$ cat config.mk
export PLATFORM = sky130hd
export DESIGN_NAME = alu_multicycle
export DESIGN_NICKNAME = d
export VERILOG_FILES = /design/src/rtl/alu_pkg.sv /design/src/rtl/alu_iter_muldiv.sv /design/src/rtl/alu_multicycle.sv
export SDC_FILE = /design/constraint.sdc
export NUM_CORES = 1
export LEC_CHECK = 0
export BUFFER_PORTS_ARGS = -buffer_cell sky130_fd_sc_hd__buf_2
export CORE_ASPECT_RATIO = 0.75
export CORE_MARGIN = 1.5
export CORE_UTILIZATION = 30
export CTS_CLUSTER_DIAMETER = 60
export DETAILED_ROUTE_END_ITERATION = 16
export GPL_TIMING_DRIVEN = 0
export PLACE_DENSITY = 0.58
export SLEW_MARGIN = 25
export SYNTH_ARGS = -nofsm -noshare
export SYNTH_HDL_FRONTEND = slang
export SYNTH_HIERARCHICAL = 1
export SYNTH_SLANG_ARGS = --single-unit
export TNS_END_PERCENT = 5
$ cat constraint.sdc
create_clock -name clk_i -period 3.2 [get_ports clk_i]
set_input_delay 0.16 -clock clk_i [delete_from_list [all_inputs] [get_ports clk_i]]
set_output_delay 0.16 -clock clk_i [all_outputs]
set_load 0.01 [all_outputs]
$ cat src/rtl/alu_pkg.sv
// Shared ALU definitions: control encoding, R-type funct codes, FSM states
// and the main/funct decoder.
// Optional feature macro: ALU_MULTICYCLE_DIV_EN (enables the DIV funct code).
package alu_pkg;

    typedef enum logic [2:0] {
        ALU_NOP = 3'd0,
        ALU_ADD = 3'd1,
        ALU_SUB = 3'd2,
        ALU_AND = 3'd3,
        ALU_OR  = 3'd4,
        ALU_MUL = 3'd5,
        ALU_DIV = 3'd6
    } alu_ctrl_e;

    typedef enum logic {
        S_IDLE = 1'b0,
        S_ITER = 1'b1
    } state_e;

    localparam logic [5:0] FUNCT_ADD = 6'b100000;
    localparam logic [5:0] FUNCT_SUB = 6'b100010;
    localparam logic [5:0] FUNCT_AND = 6'b100100;
    localparam logic [5:0] FUNCT_OR  = 6'b100101;
    localparam logic [5:0] FUNCT_MUL = 6'b011000;
    localparam logic [5:0] FUNCT_DIV = 6'b011010;

    // Main-decoder op class 1/2 force ADD/SUB; 0 and 3 defer to the funct field.
    function automatic alu_ctrl_e alu_decode(input logic [1:0] alu_op,
                                             input logic [5:0] funct);
        alu_ctrl_e ctrl;
        ctrl = ALU_NOP;
        case (alu_op)
            2'd1:    ctrl = ALU_ADD;
            2'd2:    ctrl = ALU_SUB;
            default: begin
                case (funct)
                    FUNCT_ADD: ctrl = ALU_ADD;
                    FUNCT_SUB: ctrl = ALU_SUB;
                    FUNCT_AND: ctrl = ALU_AND;
                    FUNCT_OR:  ctrl = ALU_OR;
                    FUNCT_MUL: ctrl = ALU_MUL;
`ifdef ALU_MULTICYCLE_DIV_EN
                    FUNCT_DIV: ctrl = ALU_DIV;
`endif
                    default:   ctrl = ALU_NOP;
                endcase
            end
        endcase
        return ctrl;
    endfunction

endpackage

$ cat src/rtl/alu_iter_muldiv.sv
// Iterative datapath: unsigned radix-2 shift-add multiplier, optional
// restoring divider (macro ALU_MULTICYCLE_DIV_EN) and the iteration counter.
// hi_next_o/lo_next_o expose the value the next step will produce so the
// owner can capture the final step without an extra cycle.
module alu_iter_muldiv
    import alu_pkg::*;
#(
    parameter int WIDTH = 32,
    parameter int CNT_W = $clog2(WIDTH) + 1
) (
    input  logic             clk_i,
    input  logic             rst_i,
    input  logic             start_i,
    input  logic             kill_i,
`ifdef ALU_MULTICYCLE_DIV_EN
    input  logic             is_div_i,
`endif
    input  logic [WIDTH-1:0] a_i,
    input  logic [WIDTH-1:0] b_i,
    output logic [CNT_W-1:0] count_o,
    output logic [WIDTH-1:0] hi_next_o,
    output logic [WIDTH-1:0] lo_next_o
);

    logic [WIDTH-1:0] hi_q;
    logic [WIDTH-1:0] lo_q;
    logic [WIDTH-1:0] b_q;
    logic [CNT_W-1:0] count_q;
    logic [WIDTH:0]   mul_sum;
`ifdef ALU_MULTICYCLE_DIV_EN
    logic             is_div_q;
    logic [WIDTH:0]   rem_shift;
    logic [WIDTH-1:0] rem_diff;
`endif

    assign count_o = count_q;

    // One iteration step: add-then-shift-right for MUL, shift-left-then-trial-subtract for DIV.
    always_comb begin
        // NOTE: every output of this block is assigned before any branch so no latch is inferred.
        mul_sum   = {1'b0, hi_q} + (lo_q[0] ? {1'b0, b_q} : '0);
        hi_next_o = mul_sum[WIDTH:1];
        lo_next_o = {mul_sum[0], lo_q[WIDTH-1:1]};
`ifdef ALU_MULTICYCLE_DIV_EN
        rem_shift = {hi_q, lo_q[WIDTH-1]};
        rem_diff  = rem_shift[WIDTH-1:0] - b_q;
        if (is_div_q) begin
            if (rem_shift >= {1'b0, b_q}) begin
                hi_next_o = rem_diff;
                lo_next_o = {lo_q[WIDTH-2:0], 1'b1};
            end else begin
                hi_next_o = rem_shift[WIDTH-1:0];
                lo_next_o = {lo_q[WIDTH-2:0], 1'b0};
            end
        end
`endif
    end

    // Operand capture at acceptance, then one step per cycle while the counter runs.
    always_ff @(posedge clk_i or posedge rst_i) begin
        // NOTE: non-blocking assignments keep every register sampling pre-edge values.
        if (rst_i) begin
            hi_q     <= '0;
            lo_q     <= '0;
            b_q      <= '0;
            count_q  <= '0;
`ifdef ALU_MULTICYCLE_DIV_EN
            is_div_q <= 1'b0;
`endif
        end else if (start_i) begin
            hi_q     <= '0;
            lo_q     <= a_i;
            b_q      <= b_i;
            count_q  <= CNT_W'(WIDTH);
`ifdef ALU_MULTICYCLE_DIV_EN
            is_div_q <= is_div_i;
`endif
        end else if (kill_i) begin
            count_q  <= '0;
        end else if (count_q != '0) begin
            hi_q     <= hi_next_o;
            lo_q     <= lo_next_o;
            count_q  <= count_q - CNT_W'(1);
        end
    end

endmodule

$ cat src/rtl/alu_multicycle.sv
// Multi-cycle ALU: decode, IDLE/ITER control FSM and single-cycle ops.
// MUL (and DIV when macro ALU_MULTICYCLE_DIV_EN is defined) run in the
// iterative sub-module; every other op completes one edge after acceptance.
module alu_multicycle
    import alu_pkg::*;
#(
    parameter int WIDTH = 32,
    parameter int CNT_W = $clog2(WIDTH) + 1
) (
    input  logic             clk_i,
    input  logic             rst_i,
    input  logic             start_i,
    input  logic             kill_i,
    input  logic [5:0]       funct_i,
    input  logic [1:0]       ALUOp_i,
    input  logic [WIDTH-1:0] src1_i,
    input  logic [WIDTH-1:0] src2_i,
    output logic             ready_o,
    output logic             valid_o,
    output logic [WIDTH-1:0] result_o,
    output logic [WIDTH-1:0] hi_o,
    output logic             zero_o
);

    state_e           state_q, state_d;
    alu_ctrl_e        ctrl;
    logic             accept;
    logic             iter_op;
    logic             iter_start;
    logic             iter_done;
    logic             iter_kill;
    logic [CNT_W-1:0] iter_count;
    logic [WIDTH-1:0] iter_hi, iter_lo;
    logic [WIDTH-1:0] quick_res, quick_hi;

    assign ctrl      = alu_decode(ALUOp_i, funct_i);
    assign ready_o   = (state_q == S_IDLE);
    assign accept    = ready_o && start_i && !kill_i;
    assign iter_kill = (state_q == S_ITER) && kill_i;
    assign iter_done = (state_q == S_ITER) && !kill_i && (iter_count == CNT_W'(1));
`ifdef ALU_MULTICYCLE_DIV_EN
    // Divide by zero short-circuits to the single-cycle path.
    assign iter_op   = (ctrl == ALU_MUL) || ((ctrl == ALU_DIV) && (src2_i != '0));
`else
    assign iter_op   = (ctrl == ALU_MUL);
`endif

    alu_iter_muldiv #(
        .WIDTH (WIDTH),
        .CNT_W (CNT_W)
    ) u_iter (
        .clk_i     (clk_i),
        .rst_i     (rst_i),
        .start_i   (iter_start),
        .kill_i    (iter_kill),
`ifdef ALU_MULTICYCLE_DIV_EN
        .is_div_i  (ctrl == ALU_DIV),
`endif
        .a_i       (src1_i),
        .b_i       (src2_i),
        .count_o   (iter_count),
        .hi_next_o (iter_hi),
        .lo_next_o (iter_lo)
    );

    // FSM state register.
    always_ff @(posedge clk_i or posedge rst_i) begin
        if (rst_i) state_q <= S_IDLE;
        else       state_q <= state_d;
    end

    // Next state and iteration launch; kill wins over the final step.
    always_comb begin
        state_d    = state_q;
        iter_start = 1'b0;
        case (state_q)
            S_IDLE: begin
                if (accept && iter_op) begin
                    state_d    = S_ITER;
                    iter_start = 1'b1;
                end
            end
            S_ITER: begin
                if (kill_i || (iter_count == CNT_W'(1))) state_d = S_IDLE;
            end
            default: state_d = S_IDLE;
        endcase
    end

    // Single-cycle results, including the divide-by-zero shortcut.
    always_comb begin
        quick_res = '0;
        quick_hi  = '0;
        case (ctrl)
            ALU_ADD: quick_res = src1_i + src2_i;
            ALU_SUB: quick_res = src1_i - src2_i;
            ALU_AND: quick_res = src1_i & src2_i;
            ALU_OR:  quick_res = src1_i | src2_i;
`ifdef ALU_MULTICYCLE_DIV_EN
            ALU_DIV: begin
                quick_res = '1;
                quick_hi  = src1_i;
            end
`endif
            default: ;
        endcase
    end

    // Output registers: load on completion, hold otherwise; valid is a one-cycle strobe.
    always_ff @(posedge clk_i or posedge rst_i) begin
        if (rst_i) begin
            valid_o  <= 1'b0;
            result_o <= '0;
            hi_o     <= '0;
            zero_o   <= 1'b1;
        end else begin
            valid_o <= 1'b0;
            if (accept && !iter_op) begin
                valid_o  <= 1'b1;
                result_o <= quick_res;
                hi_o     <= quick_hi;
                zero_o   <= (quick_res == '0);
            end else if (iter_done) begin
                valid_o  <= 1'b1;
                result_o <= iter_lo;
                hi_o     <= iter_hi;
                zero_o   <= (iter_lo == '0);
            end
        end
    end

endmodule

# Word-level counts from Yosys, hierarchy flattened
# Index checks and enable logic that the tools add are counted.
# word_totals
in_bits	76
register_bits	169
# classes
eq_ne	14
addsub	4
bitwise_logic	3
reduce_logical	17
n_mux	25
# ops
operator	count
$mux 32	11
$pmux 32 s4	1
$logic_not 32->1	2
$add 32x33->33	1
$add 32x32->32	1
$and 32x32->32	1
$or 32x32->32	1
$sub 32x32->32	1
$eq 6x6->1 const B	4
$mux 6	3
$pmux 3 s5	1
$logic_and 1x1->1	7
$mux 1	7
$eq 3x2->1 const B	2
$eq 3x3->1 const B	2
$eq 6x1->1 const B	1
$eq 6x5->1 const B	1
$pmux 3 s2	1
$reduce_bool 6->1	1
$sub 6x1->6 const B	1
$reduce_bool 2->1	2
$eq 3x1->1 const B	1
$reduce_bool 3->1	1
$eq 2x1->1 const B	1
other kinds (7)	8

# Depth between registers and ports, before layout
# Gate-level depths: netlist of the first run.
# logic_depth
depth_word	9
mapped_depth	20
depth_no_buf	19

# Cells and area by module
# Netlist of the first run, hierarchy kept.
# modules_own_cells
mod	area_per_inst_um2	cells_each	seq_area_each_um2	instances
alu_multicycle	6586.3	864	1677.9	1
alu_iter_muldiv	6278.5	635	2552.4	1

# Worst setup path after synthesis of the first run
# Ideal clock, no wire load.
# synth_path
kind	input to register
startpoint	input src2_i[9]
endpoint	register zero_o
t_arrival_ps	4661
cell_stages	19
required_ps	3095
setup_slack_ps	-1566
setup_time_ps	105
cell_sequence	or4_4 -> or3_4 -> or3_2 -> nor3_1 -> nand2_1 -> o21ai_0 -> xor2_1 -> ha_1 -> clkbuf_1 -> a21o_1 -> a21oi_1 -> inv_1 -> a2111o_1 -> a31o_2 -> a21oi_1 -> and3_1 -> nor3_1 -> or4bb_1 -> o41ai_1
# synth_via
elab_chain_cells	4
word_cells_on_any_way	7
cone_classes	2 x add/sub; 2 x mux; 2 x bitwise; 1 x reduce/logical
# synth_lines
item	line_no	source
from (decl)	alu_multicycle.sv:17	input logic [WIDTH-1:0] src2_i,
$sub 32x32->32, or another cell as far along	alu_multicycle.sv:96	ALU_SUB: quick_res = src1_i - src2_i;
$pmux 32 s4 *	alu_multicycle.sv:94	case (ctrl)
$logic_not 32->1 *	alu_multicycle.sv:122	zero_o <= (quick_res == '0);
$mux 1 *	alu_multicycle.sv:118	if (accept && !iter_op) begin
to (signal assigned)	alu_multicycle.sv:122	
to (signal assigned)	alu_multicycle.sv:127	zero_o <= (iter_lo == '0);
to (decl)	alu_multicycle.sv:22	output logic zero_o
# Every way passes the cells marked *; elsewhere a longest branch is shown, timed or not.
# A chain may end at the register's enable or synchronous reset.

# Worst setup path in the final report of the first run
# layout_path
startpoint	input src2_i[8]
endpoint	register zero_o
# Same word-level chain as after synthesis.

==> flow_metrics.env, run 1 <==
export IMPL_status="complete, but fails checks"
export IMPL_violations="setup timing"
export IMPL_nFillCells=4302
export IMPL_cts_inserted_buffers=17
export IMPL_peakVddDrop_mv=0.4129
export IMPL_routed_via_density=5.555
export IMPL_rows=65
export IMPL_clkTransAtPathRegs_ns=0.07
export IMPL_grt_pass1_wl_um=72510
export IMPL_rsz0062_at_grt="yes"
export IMPL_port_buffers=142
export IMPL_start_kind="input pin"
export IMPL_final_hold_violation_count=0
export IMPL_max_clock_freq_mhz=226.5
export IMPL_routed_via_count=12690
export IMPL_critPathCaptureType="register"
export IMPL_cts_buffer_depth=2
export IMPL_synth_compound_area_share_pct=24.02
export IMPL_layout_min_cycle_time_ns=4.416
export IMPL_async_flop_share_pct=100.0
export IMPL_synth_distinct_cells=89
export IMPL_syn2layout_area_growth_pct=25.90
export IMPL_cts_tree="yes"
export IMPL_worst_path_buf_inv=3
export IMPL_synth_top_family_by_area="compound AO/OA/AOI/OAI gates"
export IMPL_yosys_area_share_xor_xnor_pct=5.437
export IMPL_synthTopCellsByArea="dfrtp_1 (33%), ha_1 (6.7%), nand2_1 (6.1%)"
export IMPL_finalCritPeriodShare_pct=138.0
export IMPL_layoutNonFillerInstCount=2285
export IMPL_slew_violations=0
export IMPL_fin_nets=1848
export IMPL_tns_ns=-11.29
export IMPL_start_util_pct=30.48
export IMPL_yosysMostFrequentCell="nand2_1"
export IMPL_synthesis_instances=1499
export IMPL_slowest_delay_ns=0.54
export IMPL_globalplace_congestion=0.9699
export IMPL_die_height_um=182.3
export IMPL_drt_iter0_drc=1392
export IMPL_cp_top_family="compound AO/OA/AOI/OAI gates"
export IMPL_crit_path_frequent_cell="or3_4"
export IMPL_core_sq_mm=0.04221
export IMPL_cts_max_level=4
export IMPL_synth_edff_count=0
export IMPL_grt_pass1_vias=12340
export IMPL_ys_seq_area_share_pct=32.88
export IMPL_cp_max_fo=4
export IMPL_post_place_ws_ns=-3.239
export IMPL_ys_warn_count=6
export IMPL_multi_input_area_sq_mm=0.008632
export IMPL_layout_drive_gt1_share_pct=24.97
export IMPL_synth_top_area_share_pct=32.68
export IMPL_synth_area_per_cell_sq_um=8.582
export IMPL_rrSetupSlack_ns=-0.47
export IMPL_fin_skew_ns=0.01522
export IMPL_ys_ff_latch=169
export IMPL_die_x_um=242.1
export IMPL_yosys_area_share_simple_pct=18.91
export IMPL_clock_sinks=169
export IMPL_yosys_area_top_type="dfrtp_1"
export IMPL_report_power_total_mw=8.348
export IMPL_hpwlAfterDp_um=37370
export IMPL_ys_top_cells_by_count="nand2_1 (210), dfrtp_1 (168), a21oi_1 (120)"
export IMPL_grt_max_degree=54
export IMPL_hold_slack_ns=0.02285
export IMPL_setup_viol=23
export IMPL_cap_violations=0
export IMPL_fin_area_sq_mm=0.01620
export IMPL_p_leak_nw=7.778
export IMPL_synth_flop_cell="dfrtp_1"
export IMPL_crit_chain="buf_8, or4_4, or3_4, or3_4, nor3_4, nand2_2, o21ai_2, xor2_1, ha_2, a21o_1, a21oi_1, inv_1, a2111o_1, a31o_2, a21oi_2, buf_4, a31o_4, xnor2_2, a221o_1, o41ai_2"
export IMPL_grt_usage_pct=21.42
export IMPL_synthMuxAreaShare_pct=6.001
export IMPL_ff_latch_area_sq_mm=0.004232
export IMPL_final_core_util_pct=38.37
export IMPL_slew_headroom_pct=26.18
export IMPL_postPlaceCellArea_sq_mm=0.01438
export IMPL_dp_cells=2212
export IMPL_antenna_found_initial=4
export IMPL_grt_overflow_total=0
export IMPL_insertion_delay_ns=0.45
export IMPL_dieArea_sq_mm=0.04415
export IMPL_powerDensity_mw_per_mm2=515.4
export IMPL_route_detailed_drc=0
export IMPL_tightestPinTransition_ns=1.103
export IMPL_crit_type="input pin to register"
export IMPL_syn_nets=1646
export IMPL_final_antenna_net_count=0
export IMPL_cp_required_ns=3.56
export IMPL_wl_per_cell_um=20.91
export IMPL_synth_area_sq_mm=0.01286
export IMPL_worstHoldPathType="input pin to register"
export IMPL_critPathArrivalTime_ns=4.77
export IMPL_synth_fa_ha_area_share_pct=7.333
export IMPL_drt_total_wl_um=47790
export IMPL_clock_root_buffer="clkbuf_16"
export IMPL_first_pass_iters=7
export IMPL_io_pins=143
export IMPL_slowest_stage="or4_4"
export IMPL_worst_slack_ns=-1.216
-- repair_timing --
action | 4_1_cts | 5_1_grt
cloned | 0 | 0
buffers inserted | 31 | 5
pin swaps | 56 | 38
hold endpoints to repair | 93 | 0
hold buffers | 14 | 0
setup endpoints to repair | 66 | 65
gates resized for setup | 116 | 79
-- state kept, by name, indices dropped and copies added, names as in the netlist --
name,count
result_o,32
valid_o,1
u_iter/hi_q,32
u_iter/count_o,6
u_iter/b_q,32
state_q,1
zero_o,1
u_iter/lo_q,32
hi_o,32
-- layout by cell type (no fill, tap or decap), types with 11 or more instances in the layout --
cell type / synthesis / final
a21o_1: 42 / 41
a21oi_1: 120 / 106
a22o_1: 35 / 35
a22oi_1: 33 / 33
and2_1: 43 / 41
and3_1: 15 / 12
buf_2: 14 / 154
buf_4: 31 / 54
buf_6: 0 / 11
clkbuf_1: 69 / 50
clkbuf_16: 0 / 17
dfrtp_1: 168 / 167
dlygate4sd3_1: 0 / 14
ha_1: 69 / 55
inv_1: 31 / 29
mux2_2: 33 / 33
mux2i_1: 40 / 38
nand2_1: 210 / 205
nand2b_1: 12 / 12
nand3_1: 24 / 23
nand4_1: 22 / 22
nor2_1: 64 / 62
nor3_1: 27 / 25
o21ai_0: 93 / 75
o21ai_1: 5 / 14
o31ai_1: 18 / 12
xnor2_1: 32 / 29
xor2_1: 46 / 44
-- logic make-up after synthesis --
logic type,after synthesis
XOR/XNOR,79
AND/OR/NAND/NOR,491
AO/OA/AOI/OAI,462
buffers and inverters,150
adder cells (fa/ha/maj),75
multiplexers,73
flip-flops,169
-- metal layers --
| metal | vias to the layer above | track usage (%) | routed length (um) | share of wire [%] |
|---|---|---|---|---|
| met5 | - | 0 | 13 | 0.027 |
| met4 | 2 | 5.225 | 869 | 1.8 |
| met3 | 55 | 6.485 | 4643 | 9.7 |
| met2 | 595 | 30.62 | 19460 | 41 |
| met1 | 6159 | 31.09 | 22800 | 48 |
| li1 | 5883 | - | - | - |
-- path summary, 6_finish.rpt --
check | startpoint | to | cells past startpoint
max | src2_i[8] | zero_o$_DFFE_PP1P_ | 20
min | src1_i[25] | u_iter/lo_q[25]$_DFFE_PP0P_ | 3
max reg2reg | state_q$_DFF_PP0_ | zero_o$_DFFE_PP1P_ | 11
min reg2reg | u_iter/hi_q[0]$_DFFE_PP0P_ | u_iter/hi_q[0]$_DFFE_PP0P_ | 2
max in group asynchronous | rst_i | u_iter/b_q[28]$_DFFE_PP0P_ | 4
min in group asynchronous | rst_i | hi_o[1]$_DFFE_PP0P_ | 3
-- worst reg2reg max path, stage by stage, from the launching register on --
cell and delay, ns:
dfrtp_1 0.40, or3b_1 0.45, a21oi_1 0.31, buf_2 0.45, o21ai_0 0.23, a2111oi_2 0.24
nand4_1 0.20, nor4_2 0.23, nand4_1 0.24, nor4b_4 0.35, nand4_1 0.19, o41ai_2 0.31
-- layout make-up --
type                       count  share of cell area (%)
multi-input combinational   1180                   53.29
sequential                   169                   26.13
timing repair buffer         190                   7.485
tap                          569                   4.396
buffer                       112                   3.754
clock buffer                  17                   2.626
clock inverter                15                   1.522
inverter                      31                  0.7648
antenna                        2                 0.03090
-- report_power, final --
group	switching, mW	internal (mW)	leakage [nW]	total [mW]
Sequential	0.339	2.52	2.31	2.86
Clock	0.932	1.47	0.316	2.40
Combinational	1.75	1.34	5.15	3.09
(Power assumes the default switching activity.)
==> run 2: changes to the inputs <==
- CORE_MARGIN: 1.5 -> 5
==> flow_metrics.env, run 2 (same netlist as run 1, synthesis figures left out) <==
export IMPL_die_x_um=249.1
export IMPL_cts_buffer_depth=2
export IMPL_p_leak_nw=7.709
export IMPL_final_antenna_net_count=0
export IMPL_final_cell_mix="nand2_1 (205), dfrtp_1 (167), buf_2 (152)"
export IMPL_dieArea_sq_mm=0.04717
export IMPL_rrSetupSlack_ns=-0.73
export IMPL_grt_usage_pct=19.84
export IMPL_io_pins=143
export IMPL_slew_headroom_pct=23.63
export IMPL_finalCritPeriodShare_pct=139.1
export IMPL_max_clock_freq_mhz=224.6
export IMPL_reg2reg_from="state_q$_DFF_PP0_"
export IMPL_drt_total_wl_um=48800
export IMPL_core_sq_mm=0.04221
export IMPL_diodes=0
export IMPL_rows=65
export IMPL_layout_min_cycle_time_ns=4.453
export IMPL_drt_iter0_drc=1475
export IMPL_critPathCaptureType="register"
export IMPL_grt_max_degree=63
export IMPL_fin_skew_ns=0.01160
export IMPL_layout_drive_gt1_share_pct=25.04
export IMPL_die_height_um=189.3
export IMPL_start_util_pct=30.48
export IMPL_hpwlAfterDp_um=38180
export IMPL_routed_via_density=5.594
export IMPL_p_seq_share_pct=35.2
export IMPL_wl_per_cell_um=21.35
export IMPL_fin_nets=1851
export IMPL_clock_root_buffer="clkbuf_16"
export IMPL_post_place_ws_ns=-3.347
export IMPL_cts_max_level=4
export IMPL_pwr_share_comb_pct=37.7
export IMPL_r2r_worst_path_cells=11
export IMPL_port_buffers=142
export IMPL_violations="setup timing"
export IMPL_grt_pass1_wl_um=73350
export IMPL_crit_type="input pin to register"
export IMPL_tightestPinTransition_ns=1.136
export IMPL_grt_pass1_vias=12390
export IMPL_cp_max_fo=10
export IMPL_insertion_delay_ns=0.45
export IMPL_setup_viol=22
export IMPL_layoutNonFillerInstCount=2286
export IMPL_worstHoldStart="src1_i[16]"
export IMPL_globalplace_congestion=0.9077
export IMPL_slew_violations=0
export IMPL_critPathArrivalTime_ns=4.81
export IMPL_worstHoldPathType="input pin to register"
export IMPL_powerDensity_mw_per_mm2=507.4
export IMPL_routed_via_count=12790
export IMPL_antenna_found_initial=4
export IMPL_layout_commonest_cell="nand2_1"
export IMPL_clkTransAtPathRegs_ns=0.07
export IMPL_cp_required_ns=3.55
export IMPL_cts_tree="yes"
export IMPL_peakVddDrop_mv=0.3753
export IMPL_intPower_mw=5.106
export IMPL_dp_cells=2212
export IMPL_grt_overflow_total=0
export IMPL_sw_frac_of_total_pct=37.22
export IMPL_min_to="u_iter/lo_q[16]$_DFFE_PP0P_"
export IMPL_cap_violations=0
export IMPL_cts_inserted_buffers=17
export IMPL_holdPathStages=3
export IMPL_clock_sinks=169
export IMPL_status="complete, but fails checks"
export IMPL_r2r_end="zero_o$_DFFE_PP1P_"
export IMPL_route_detailed_drc=0
export IMPL_power_switching_mw=3.027
export IMPL_rsz0062_at_grt="yes"
export IMPL_final_hold_violation_count=0
export IMPL_worst_slack_ns=-1.253
export IMPL_p_clk_share_pct=27.1
export IMPL_start_kind="input pin"
export IMPL_syn2layout_area_growth_pct=24.59
export IMPL_nFillCells=4325
export IMPL_first_pass_iters=5
export IMPL_tns_ns=-11.91
[run 2: cell type report]
class                      count  area [sq um]  share of cell area (%)
buffer                       112         596.8                   3.724
clock buffer                  20         446.7                   2.787
clock inverter                12         163.9                   1.023
inverter                      31         123.9                  0.7728
multi-input combinational   1180          8531                   53.22
sequential                   169          4232                   26.40
tap                          569         711.9                   4.442
timing repair buffer         193          1222                   7.627
[run 2: worst max path at each step]
stage / from / to / slack, ns / depth (start not counted)
after CTS: src2_i[8] / zero_o$_DFFE_PP1P_ / -1.18 / 18
after global placement: ALUOp_i[0] / zero_o$_DFFE_PP1P_ / -3.33 / 21
after floorplan: src2_i[9] / zero_o$_DFFE_PP1P_ / -1.29 / 19
after global routing: src2_i[8] / zero_o$_DFFE_PP1P_ / -1.35 / 22
final: ALUOp_i[0] / zero_o$_DFFE_PP1P_ / -1.25 / 20
after detailed placement: ALUOp_i[0] / zero_o$_DFFE_PP1P_ / -3.35 / 21
[run 2: power by group through the flow]
| stage | sequential, mW | clock, mW | combinational, mW |
|---|---|---|---|
| global route | 2.90 | 2.32 | 3.33 |
| detailed placement | 2.88 | 0 | 2.72 |
| global placement | 2.88 | 0 | 2.67 |
| floorplan | 2.79 | 0 | 1.92 |
| finish | 2.86 | 2.20 | 3.07 |
| CTS | 2.85 | 2.23 | 2.91 |
[run 2: stage by stage]
step | area (sq um) | hold slack, ns | power (mW) | util [%]
after floorplan | 12900 | 0.2810 | 4.708 | -
after global placement | 14320 | 0.4412 | 5.549 | 33.94
after detailed placement | 14370 | 0.2360 | 5.600 | 34.05
after CTS | 15690 | 0.001596 | 7.994 | 37.18
after global routing | 16030 | 0.006383 | 8.557 | 37.97
final | 16030 | 0.01583 | 8.133 | 37.97
[run 2: per-layer routing]
metal	vias up	part of all wire (%)	GRT usage, %
li1	5874	-	-
met1	6263	49	30.57
met2	596	40	27.86
met3	50	9.8	5.685
met4	6	1.3	3.017
met5	-	0.057	0
[run 2: worst max-delay path: stages]
cell	delay (ns)
buf_2	0.11
inv_1	0.05
ha_2	0.32
nor3b_4	0.17
and2_4	0.15
a21oi_4	0.14
buf_12	0.15
buf_4	0.23
mux2i_2	0.29
fa_1	0.47
nor4bb_1	0.14
a32oi_1	0.20
o211ai_1	0.18
a2111oi_2	0.37
nand4_1	0.21
nor4_2	0.25
nand4_1	0.29
nor4b_4	0.38
nand4_1	0.19
o41ai_2	0.31
[run 2: what timing repair did]
item	in CTS	in global routing
hold buffers	11	0
buffers inserted	33	8
hold endpoints to repair	102	0
endpoints found under the setup margin	69	54
gates resized for setup	104	84
pin swaps	44	42
==> run 3: changes to the inputs <==
- GPL_TIMING_DRIVEN: 0 -> unset
==> flow_metrics.env, run 3 (same netlist as run 1, synthesis figures left out) <==
export IMPL_slew_violations=0
export IMPL_setup_viol=19
export IMPL_holdPathStages=3
export IMPL_clock_sinks=169
export IMPL_cts_tree="yes"
export IMPL_route_detailed_drc=0
export IMPL_start_util_pct=30.48
export IMPL_r2r_worst_path_cells=11
export IMPL_tightestPinTransition_ns=0.9869
export IMPL_routed_via_density=5.338
export IMPL_die_height_um=189.3
export IMPL_rsz0062_at_grt="yes"
export IMPL_worstHoldPathType="input pin to register"
export IMPL_routed_via_count=12810
export IMPL_powerDensity_mw_per_mm2=479.5
export IMPL_status="complete, but fails checks"
export IMPL_final_cell_mix="buf_4 (266), nand2_1 (208), dfrtp_1 (168)"
export IMPL_grt_pass1_wl_um=72050
export IMPL_fin_nets=1965
export IMPL_antenna_found_initial=0
export IMPL_drt_total_wl_um=45920
export IMPL_dieArea_sq_mm=0.04717
export IMPL_cp_max_fo=3
export IMPL_grt_overflow_total=0
export IMPL_first_pass_iters=6
export IMPL_slew_headroom_pct=33.85
export IMPL_fin_area_sq_mm=0.01681
export IMPL_fin_skew_ns=0.01248
export IMPL_violations="setup timing"
export IMPL_grt_pass1_vias=12610
export IMPL_port_buffers=142
export IMPL_r2r_end="zero_o$_DFFE_PP1P_"
export IMPL_cts_buffer_depth=2
export IMPL_max_clock_freq_mhz=228.8
export IMPL_cts_inserted_buffers=17
export IMPL_postPlaceCellArea_sq_mm=0.01587
export IMPL_start_kind="input pin"
export IMPL_rrSetupSlack_ns=-0.07
export IMPL_grt_usage_pct=19.03
export IMPL_tns_ns=-10.72
export IMPL_layout_min_cycle_time_ns=4.371
export IMPL_cts_max_level=4
export IMPL_p_leak_nw=8.410
export IMPL_clkTransAtPathRegs_ns=0.07
export IMPL_clock_root_buffer="clkbuf_16"
export IMPL_io_pins=143
export IMPL_die_x_um=249.1
export IMPL_cp_required_ns=3.56
export IMPL_drt_iter0_drc=1112
export IMPL_reg2reg_from="u_iter/count_o[3]$_DFFE_PP0P_"
export IMPL_diodes=0
export IMPL_rows=65
export IMPL_worstHoldStart="src1_i[15]"
export IMPL_syn2layout_area_growth_pct=30.65
export IMPL_cap_violations=0
export IMPL_worst_slack_ns=-1.171
export IMPL_critPathArrivalTime_ns=4.73
export IMPL_hpwlAfterDp_um=36370
export IMPL_finalCritPeriodShare_pct=136.6
export IMPL_critPathCaptureType="register"
export IMPL_min_to="u_iter/lo_q[15]$_DFFE_PP0P_"
export IMPL_ff_latch_area_sq_mm=0.004230
export IMPL_crit_type="input pin to register"
export IMPL_insertion_delay_ns=0.45
export IMPL_layout_commonest_cell="buf_4"
export IMPL_globalplace_congestion=0.9081
export IMPL_final_antenna_net_count=0
export IMPL_grt_max_degree=81
export IMPL_final_hold_violation_count=0
export IMPL_peakVddDrop_mv=0.4579
export IMPL_core_sq_mm=0.04221
export IMPL_wl_per_cell_um=19.13
export IMPL_critPathLaunch="src2_i[7]"
export IMPL_layout_drive_gt1_share_pct=31.08
export IMPL_multi_input_area_sq_mm=0.008298
export IMPL_nFillCells=4300
==> run 3: cell types whose count changed in the layout (fill, tap and decap cells not counted), sizes merged <==
cell         previous run  this run
clkbuf                 78        20
dlygate4sd3            11         6
clkinv                  5         4
bufinv                  3         1
buf                   236       413
clkinvlp                1         3
inv                    34        35
==> run 3: worst max-delay path by stage <==
stage,slack [ns],cells after the start,to
4_1_cts,-1.12,17,zero_o$_DFFE_PP1P_
5_1_grt,-1.30,18,zero_o$_DFFE_PP1P_
6_report,-1.17,17,zero_o$_DFFE_PP1P_
3_3_place_gp,-1.69,18,zero_o$_DFFE_PP1P_
3_5_place_dp,-1.76,18,zero_o$_DFFE_PP1P_
2_1_floorplan,-1.29,19,zero_o$_DFFE_PP1P_
==> run 3: where the power goes <==
group	total [mW]	switching (mW)	internal, mW
Clock	2.07	0.926	1.14
Combinational	3.11	1.68	1.43
Sequential	2.88	0.363	2.52
==> run 3: metrics by stage <==
| stage | hold WS [ns] | worst slack, ns | instances | power, mW | utilization [%] |
|---|---|---|---|---|---|
| after global placement | 0.3398 | -1.686 | 2361 | 5.812 | 37.59 |
| after detailed placement | 0.3461 | -1.756 | 2361 | 5.866 | 37.59 |
| after CTS | 0.004963 | -1.118 | 2399 | 8.005 | 39.34 |
| after global routing | 0.01585 | -1.303 | 2400 | 8.535 | 39.82 |
| after floorplan | 0.2810 | -1.286 | 1499 | 4.708 | - |
| final | 0.01090 | -1.171 | 2400 | 8.058 | 39.82 |
==> run 3: per-layer routing <==
metal,GRT usage [%],vias up,wire length (um)
li1,-,6113,-
met1,27.74,6234,22110
met2,29.26,426,19930
met3,4.326,39,3268
met4,3.397,0,607
met5,0,-,0
==> run 3: worst max-delay path: stages <==
cell and delay [ns]:
buf_6 0.09, or4_4 0.59, or3_4 0.39, or3_4 0.38, nor3_4 0.29, a21oi_1 0.12, xnor2_1 0.14, ha_1 0.29
o21a_1 0.20, a21boi_0 0.12, a311o_1 0.35, nor2b_1 0.14, a211o_1 0.31, xor2_1 0.15, a222oi_1 0.34, or4bb_1 0.45
o41ai_2 0.20
==> run 3: area by class of cell <==
cell class	instances	area share (%)
clock buffer	20	2.777
clock inverter	12	0.6774
inverter	31	0.7221
multi-input combinational	1180	49.37
sequential	169	25.17
tap	569	4.236
timing repair buffer	419	17.05
==> run 3: timing repair <==
item | 4_1_cts | 5_1_grt
resized for setup | 31 | 45
pin swaps | 12 | 13
setup endpoints to repair | 23 | 45
setup buffers | 0 | 1
hold buffers | 6 | 0
endpoints found under the hold margin | 108 | 0
